<file path="src/rtl/load_store_ctrl.sv">
// load_store_ctrl: sequences one load/store transaction between the execute
// stage and the data memory port. Latches the request, issues it on the bus
// with a req/busy handshake, waits for the response (with a watchdog), then
// returns an aligned, zero-extended result as a one-cycle strobe.
module load_store_ctrl #(
    parameter int P_TIMEOUT = 255
) (
    input  logic        iCLOCK,
    input  logic        inRESET,
    input  logic        iFLUSH,
    // execute-side request
    input  logic        iREQ_VALID,
    output logic        oREQ_BUSY,
    input  logic        iREQ_RW,
    input  logic [31:0] iREQ_ADDR,
    input  logic [31:0] iREQ_DATA,
    input  logic [1:0]  iREQ_ORDER,
    input  logic [3:0]  iREQ_MASK,
    input  logic [1:0]  iREQ_SHIFT,
    // data bus request
    output logic        oDATAIO_REQ,
    input  logic        iDATAIO_BUSY,
    output logic        oDATAIO_RW,
    output logic [31:0] oDATAIO_ADDR,
    output logic [31:0] oDATAIO_DATA,
    output logic [1:0]  oDATAIO_ORDER,
    output logic [3:0]  oDATAIO_MASK,
    // data bus response
    input  logic        iDATAIO_REQ,
    input  logic [31:0] iDATAIO_DATA,
    // result to execute
    output logic        oRESULT_VALID,
    output logic        oRESULT_RW,
    output logic        oRESULT_ERROR,
    output logic [31:0] oRESULT_DATA
);

    typedef enum logic [1:0] {
        IDLE  = 2'd0,
        ISSUE = 2'd1,
        WAIT  = 2'd2,
        DROP  = 2'd3
    } state_t;

    // The counter value seen in the last waiting cycle; the watchdog fires on
    // the edge that would take the counter to P_TIMEOUT.
    localparam logic [7:0] CNT_LAST = 8'(P_TIMEOUT - 1);

    state_t      state;
    state_t      state_next;
    logic [7:0]  cnt;
    logic [1:0]  shift;
    logic        accept;
    logic        cnt_clr;
    logic        res_load;
    logic        res_err;

    // Load alignment: pick the addressed lane(s) and zero-extend. A zero mask
    // marks a misaligned half; it still goes to the bus but returns 0.
    function automatic logic [31:0] align_load(input logic [31:0] d,
                                               input logic [1:0]  order,
                                               input logic [3:0]  mask,
                                               input logic [1:0]  sh);
        logic [31:0] r;
        r = d;
        case (order)
            2'd0:    r = {24'h0, d[{sh, 3'b000} +: 8]};
            2'd1:    r = (sh == 2'd0) ? {16'h0, d[15:0]} : {16'h0, d[31:16]};
            default: r = d;
        endcase
        if (mask == 4'h0) r = 32'h0;
        return r;
    endfunction

    // State register.
    always_ff @(posedge iCLOCK) begin
        if (!inRESET) state <= IDLE;
        else          state <= state_next;
    end

    // Next-state and per-cycle control strobes.
    always_comb begin
        state_next = state;
        accept     = 1'b0;
        cnt_clr    = 1'b0;
        res_load   = 1'b0;
        res_err    = 1'b0;
        case (state)
            IDLE: begin
                if (iREQ_VALID && !iFLUSH) begin
                    accept     = 1'b1;
                    state_next = ISSUE;
                end
            end
            ISSUE: begin
                // A transfer that coincides with a flush still happens; the
                // flush then acts on the waiting phase and drops the response.
                if (!iDATAIO_BUSY) begin
                    cnt_clr    = 1'b1;
                    state_next = iFLUSH ? DROP : WAIT;
                end else if (iFLUSH) begin
                    state_next = IDLE;
                end
            end
            WAIT: begin
                if (iDATAIO_REQ) begin
                    // Response and flush together: nothing left to absorb.
                    res_load   = !iFLUSH;
                    state_next = IDLE;
                end else if (cnt == CNT_LAST) begin
                    res_load   = !iFLUSH;
                    res_err    = 1'b1;
                    cnt_clr    = 1'b1;
                    state_next = DROP;
                end else if (iFLUSH) begin
                    state_next = DROP;
                end
            end
            DROP: begin
                if (iDATAIO_REQ || cnt == CNT_LAST) state_next = IDLE;
            end
            default: state_next = IDLE;
        endcase
    end

    assign oREQ_BUSY = (state != IDLE);

    // Watchdog counter: runs while a response is outstanding or being dropped.
    always_ff @(posedge iCLOCK) begin
        if (!inRESET)                        cnt <= 8'h0;
        else if (cnt_clr)                    cnt <= 8'h0;
        else if (state == WAIT || state == DROP) cnt <= cnt + 8'h1;
    end

    // Request latch and registered bus request.
    always_ff @(posedge iCLOCK) begin
        if (!inRESET) begin
            oDATAIO_REQ   <= 1'b0;
            oDATAIO_RW    <= 1'b0;
            oDATAIO_ADDR  <= 32'h0;
            oDATAIO_DATA  <= 32'h0;
            oDATAIO_ORDER <= 2'h0;
            oDATAIO_MASK  <= 4'h0;
            shift         <= 2'h0;
        end else begin
            oDATAIO_REQ <= (state_next == ISSUE);
            if (accept) begin
                oDATAIO_RW    <= iREQ_RW;
                oDATAIO_ADDR  <= iREQ_ADDR;
                oDATAIO_DATA  <= iREQ_DATA;
                oDATAIO_ORDER <= iREQ_ORDER;
                oDATAIO_MASK  <= iREQ_MASK;
                shift         <= iREQ_SHIFT;
            end
        end
    end

    // Result register: one-cycle strobe; fields hold until the next result.
    always_ff @(posedge iCLOCK) begin
        if (!inRESET) begin
            oRESULT_VALID <= 1'b0;
            oRESULT_RW    <= 1'b0;
            oRESULT_ERROR <= 1'b0;
            oRESULT_DATA  <= 32'h0;
        end else begin
            oRESULT_VALID <= res_load;
            if (res_load) begin
                oRESULT_RW    <= oDATAIO_RW;
                oRESULT_ERROR <= res_err;
                oRESULT_DATA  <= (res_err || oDATAIO_RW) ? 32'h0 :
                                 align_load(iDATAIO_DATA, oDATAIO_ORDER,
                                            oDATAIO_MASK, shift);
            end
        end
    end

endmodule

</file>
<file path="config.mk">
export PLATFORM = sky130hd
export DESIGN_NAME = load_store_ctrl
export DESIGN_NICKNAME = d
export VERILOG_FILES = /design/src/rtl/load_store_ctrl.sv
export SDC_FILE = /design/constraint.sdc
export NUM_CORES = 1
export LEC_CHECK = 0
export ABC_AREA = 0
export CAP_MARGIN = 20
export CORE_ASPECT_RATIO = 2
export CORE_MARGIN = 3
export CORE_UTILIZATION = 41
export DETAILED_ROUTE_END_ITERATION = 12
export PLACE_DENSITY = 0.83
export SLEW_MARGIN = 10
export SYNTH_ARGS = -nofsm -noshare
export SYNTH_HDL_FRONTEND = slang
export SYNTH_SLANG_ARGS = --single-unit
</file>
<file path="constraint.sdc">
create_clock -name iCLOCK -period 2.3 [get_ports iCLOCK]
set_input_delay 0.23 -clock iCLOCK [delete_from_list [all_inputs] [get_ports iCLOCK]]
set_output_delay 0.23 -clock iCLOCK [all_outputs]
set_load 0.01 [all_outputs]
</file>
==> impl_metrics.tcl <==
set metrics [dict create \
    die_h_um 158.4 \
    cts_tree "yes" \
    cts_setup_buffers 0 \
    synthesis.area_sq_mm 0.004761 \
    hp-class "input pin to flop" \
    synth_top_area_share_pct 50.04 \
    ant_nets 0 \
    fmaxAchievable_mhz 484.3 \
    post_synth.cell_area_avg_sq_um 8.194 \
    maxSlewHeadroom_pct 35.60 \
    row_count 55 \
    syn-num-nets 699 \
    cts_hold_buf 0 \
    htreeDepth 4 \
    coreArea_sq_mm 0.01135 \
    synthFlopType "dfxtp_1" \
    grt_max_degree 93 \
    tns_ps 0 \
    die-area_sq_mm 0.01302 \
    power.density_mw_per_mm2 803.6 \
    grt_overflow 0 \
    start_util_pct 41.93 \
    wl_met3_mm 1.300 \
    cts_resized 0 \
    power_frac_comb_pct 15.5 \
    crit_fanout 16 \
    post_drt_wl_per_cell_um 17.71 \
    cap_violations 0 \
    drt_iter0_drc 250 \
    finalNetCount 909 \
    grt_pass1_vias 5195 \
    ys_ff_latch 119 \
    ys_async_sr_fraction_pct 0 \
    drive_gt1_share_pct 7.587 \
    rrSetupSlack_ps 240 \
    clkPwrFrac_pct 48.7 \
    finalSetupViolations 0 \
    crit_path_start_kind "flop" \
    clk_pin_slew_ps 60 \
    wl_met1_mm 5.408 \
    p_int_mw 4.749 \
    synthTopCellsByArea "dfxtp_1 50%, nand2_1 13%, a21oi_1 9.9%, clkbuf_1 2.6%, o21ai_0 2.2%" \
    route.met2.wl_mm 9.089 \
    worst_pin_slew_ps 966.1 \
    power_leakage_nw 2.743 \
    ys_seq_area_share_pct 50.04 \
    hold_ws_ps 373.1 \
    vias 5091 \
    antenna_found_initial 0 \
    cts_root_buffer "clkbuf_16" \
    antennaDiodeCount 0 \
    worstPathArrival_ps 2370 \
    criticalPathCategory "flop to flop" \
    cts_buffer_depth 2 \
    worst_slack_ps 235.3 \
    ys_warn_count 0 \
    p_sw_mw 1.481 \
    synth_most_common_cell "nand2_1" \
    wl_mm 16.75 \
    highest_layer "met4" \
    area_growth_pct 62.84 \
    required_ps 2600 \
    dpl.hpwl_mm 12.25 \
    grt_setup_unrepaired "no" \
    grt_usage_pct 25.82 \
    viasPerCell 5.382 \
    ir_drop_mv 0.6066 \
    clk_latency_ps 410 \
    finClkSkew_ps 8.120 \
    status "complete, no violations" \
    grt_first_pass_wirelength_mm 25.56 \
    ys_types 43 \
    syn_inst 581 \
    min_period_ps 2065 \
    swShare_pct 23.77 \
    hold_violations 0 \
    ios 219 \
    seq_power_share_pct 35.8 \
    drtPass1Iterations 7 \
    drc_errors 0 \
    numCtsBuffers 17 \
    place_ws_ps 219.7 \
    synth_common_cells "167 x nand2_1, 119 x dfxtp_1, 94 x a21oi_1, 33 x clkbuf_1, 21 x o21ai_0" \
    clkSinkCount 119 \
    port_buffers 218 \
    yosys.area.top_type "dfxtp_1" \
    end_kind "flop" \
    fin_crit_sh_pct 89.77 \
    synth_edf_count 0 \
    routabilityCongestion 0.9177 \
    die_width_um 82.20 \
    slew_violations 0 \
]
## layer usage
metal	vias up	global-route usage (%)
met5	-	0
met4	0	16.40
met3	62	7.814
met2	260	45.98
met1	2343	24.81
li1	2426	-
## worst max-delay path, cell delays in order, from the launching register on
cell and delay (ps):
dfxtp_1 320, inv_1 160, ha_1 370, nand2b_4 80
or4_1 510, buf_4 220, o32ai_1 310
## power by group through the flow
stage / clock, mW / sequential [mW] / combinational [mW]
CTS: 3.09 / 2.23 / 0.969
global placement: 0 / 2.27 / 0.942
detailed placement: 0 / 2.27 / 0.959
floorplan: 0 / 2.30 / 0.387
finish: 3.03 / 2.23 / 0.967
global route: 3.17 / 2.24 / 1.05
## placed cells by master (no fill, tap or decap), types with 6 or more instances in the layout
cell type	netlist	layout
clkdlybuf4s50_1	0	218
nand2_1	167	167
dfxtp_1	119	119
a21oi_1	94	94
o21ai_0	21	21
clkbuf_16	0	17
o22ai_1	16	16
inv_1	14	14
nor2_1	14	13
buf_4	0	11
a22oi_1	10	10
mux2_2	9	9
a22o_1	8	8
o2bb2ai_1	8	8
o32ai_1	8	8
ha_1	7	7
bufinv_16	0	6
## stage by stage
stage                     cells  power (mW)  utilization (%)  area, sq um
after detailed placement    914       3.232            62.30         7074
after floorplan             581       2.692                -         4761
final                       946       6.230            68.28         7752
after CTS                   946       6.287            68.28         7752
after global routing        946       6.460            68.28         7752
after global placement      914       3.210            62.30         7074
## flip-flops by register name (all words and copies together), names as in the netlist
signal         count
shift              2
oDATAIO_ORDER      2
oRESULT_RW         1
oRESULT_VALID      1
oDATAIO_MASK       4
oDATAIO_REQ        1
oDATAIO_RW         1
state              2
oRESULT_DATA      32
cnt                8
oRESULT_ERROR      1
oDATAIO_DATA      32
oDATAIO_ADDR      32
## kinds of logic (layout without fill, tap and decap cells)
group / after synthesis / in the layout / share of synthesized area, %
muxes: 9 / 9 / 2.129
and+or+nand+nor: 210 / 210 / 18.45
xor gates and xnor gates: 7 / 7 / 1.288
DFF: 119 / 119 / 50.04
adders and majority gates: 7 / 7 / 1.840
buffers and inverters: 54 / 277 / 4.468
AOI/OAI and AO/OA: 175 / 175 / 21.79
## area by class of cell
class / count / area (sq um)
inverters: 15 / 56.30
clock inverters: 13 / 225.2
repair buffers: 230 / 2285
clock buffers: 19 / 452.9
flip-flops and latches: 119 / 2382
multi-input cells: 408 / 2173
fillers: 891 / 3602
well taps: 142 / 177.7
## path summary, 6_finish.rpt
| kind | start | end | cells after the start |
|---|---|---|---|
| setup / recovery | state[0]$_SDFF_PN0_ | oRESULT_DATA[6]$_SDFFE_PN0P_ | 6 |
| hold reg to reg | oDATAIO_DATA[25]$_SDFFE_PN0P_ | oDATAIO_DATA[25]$_SDFFE_PN0P_ | 2 |
| setup reg to reg | state[0]$_SDFF_PN0_ | oRESULT_DATA[6]$_SDFFE_PN0P_ | 6 |
| hold / removal | iREQ_DATA[29] | oDATAIO_DATA[29]$_SDFFE_PN0P_ | 3 |
(Power assumes the default switching activity.)
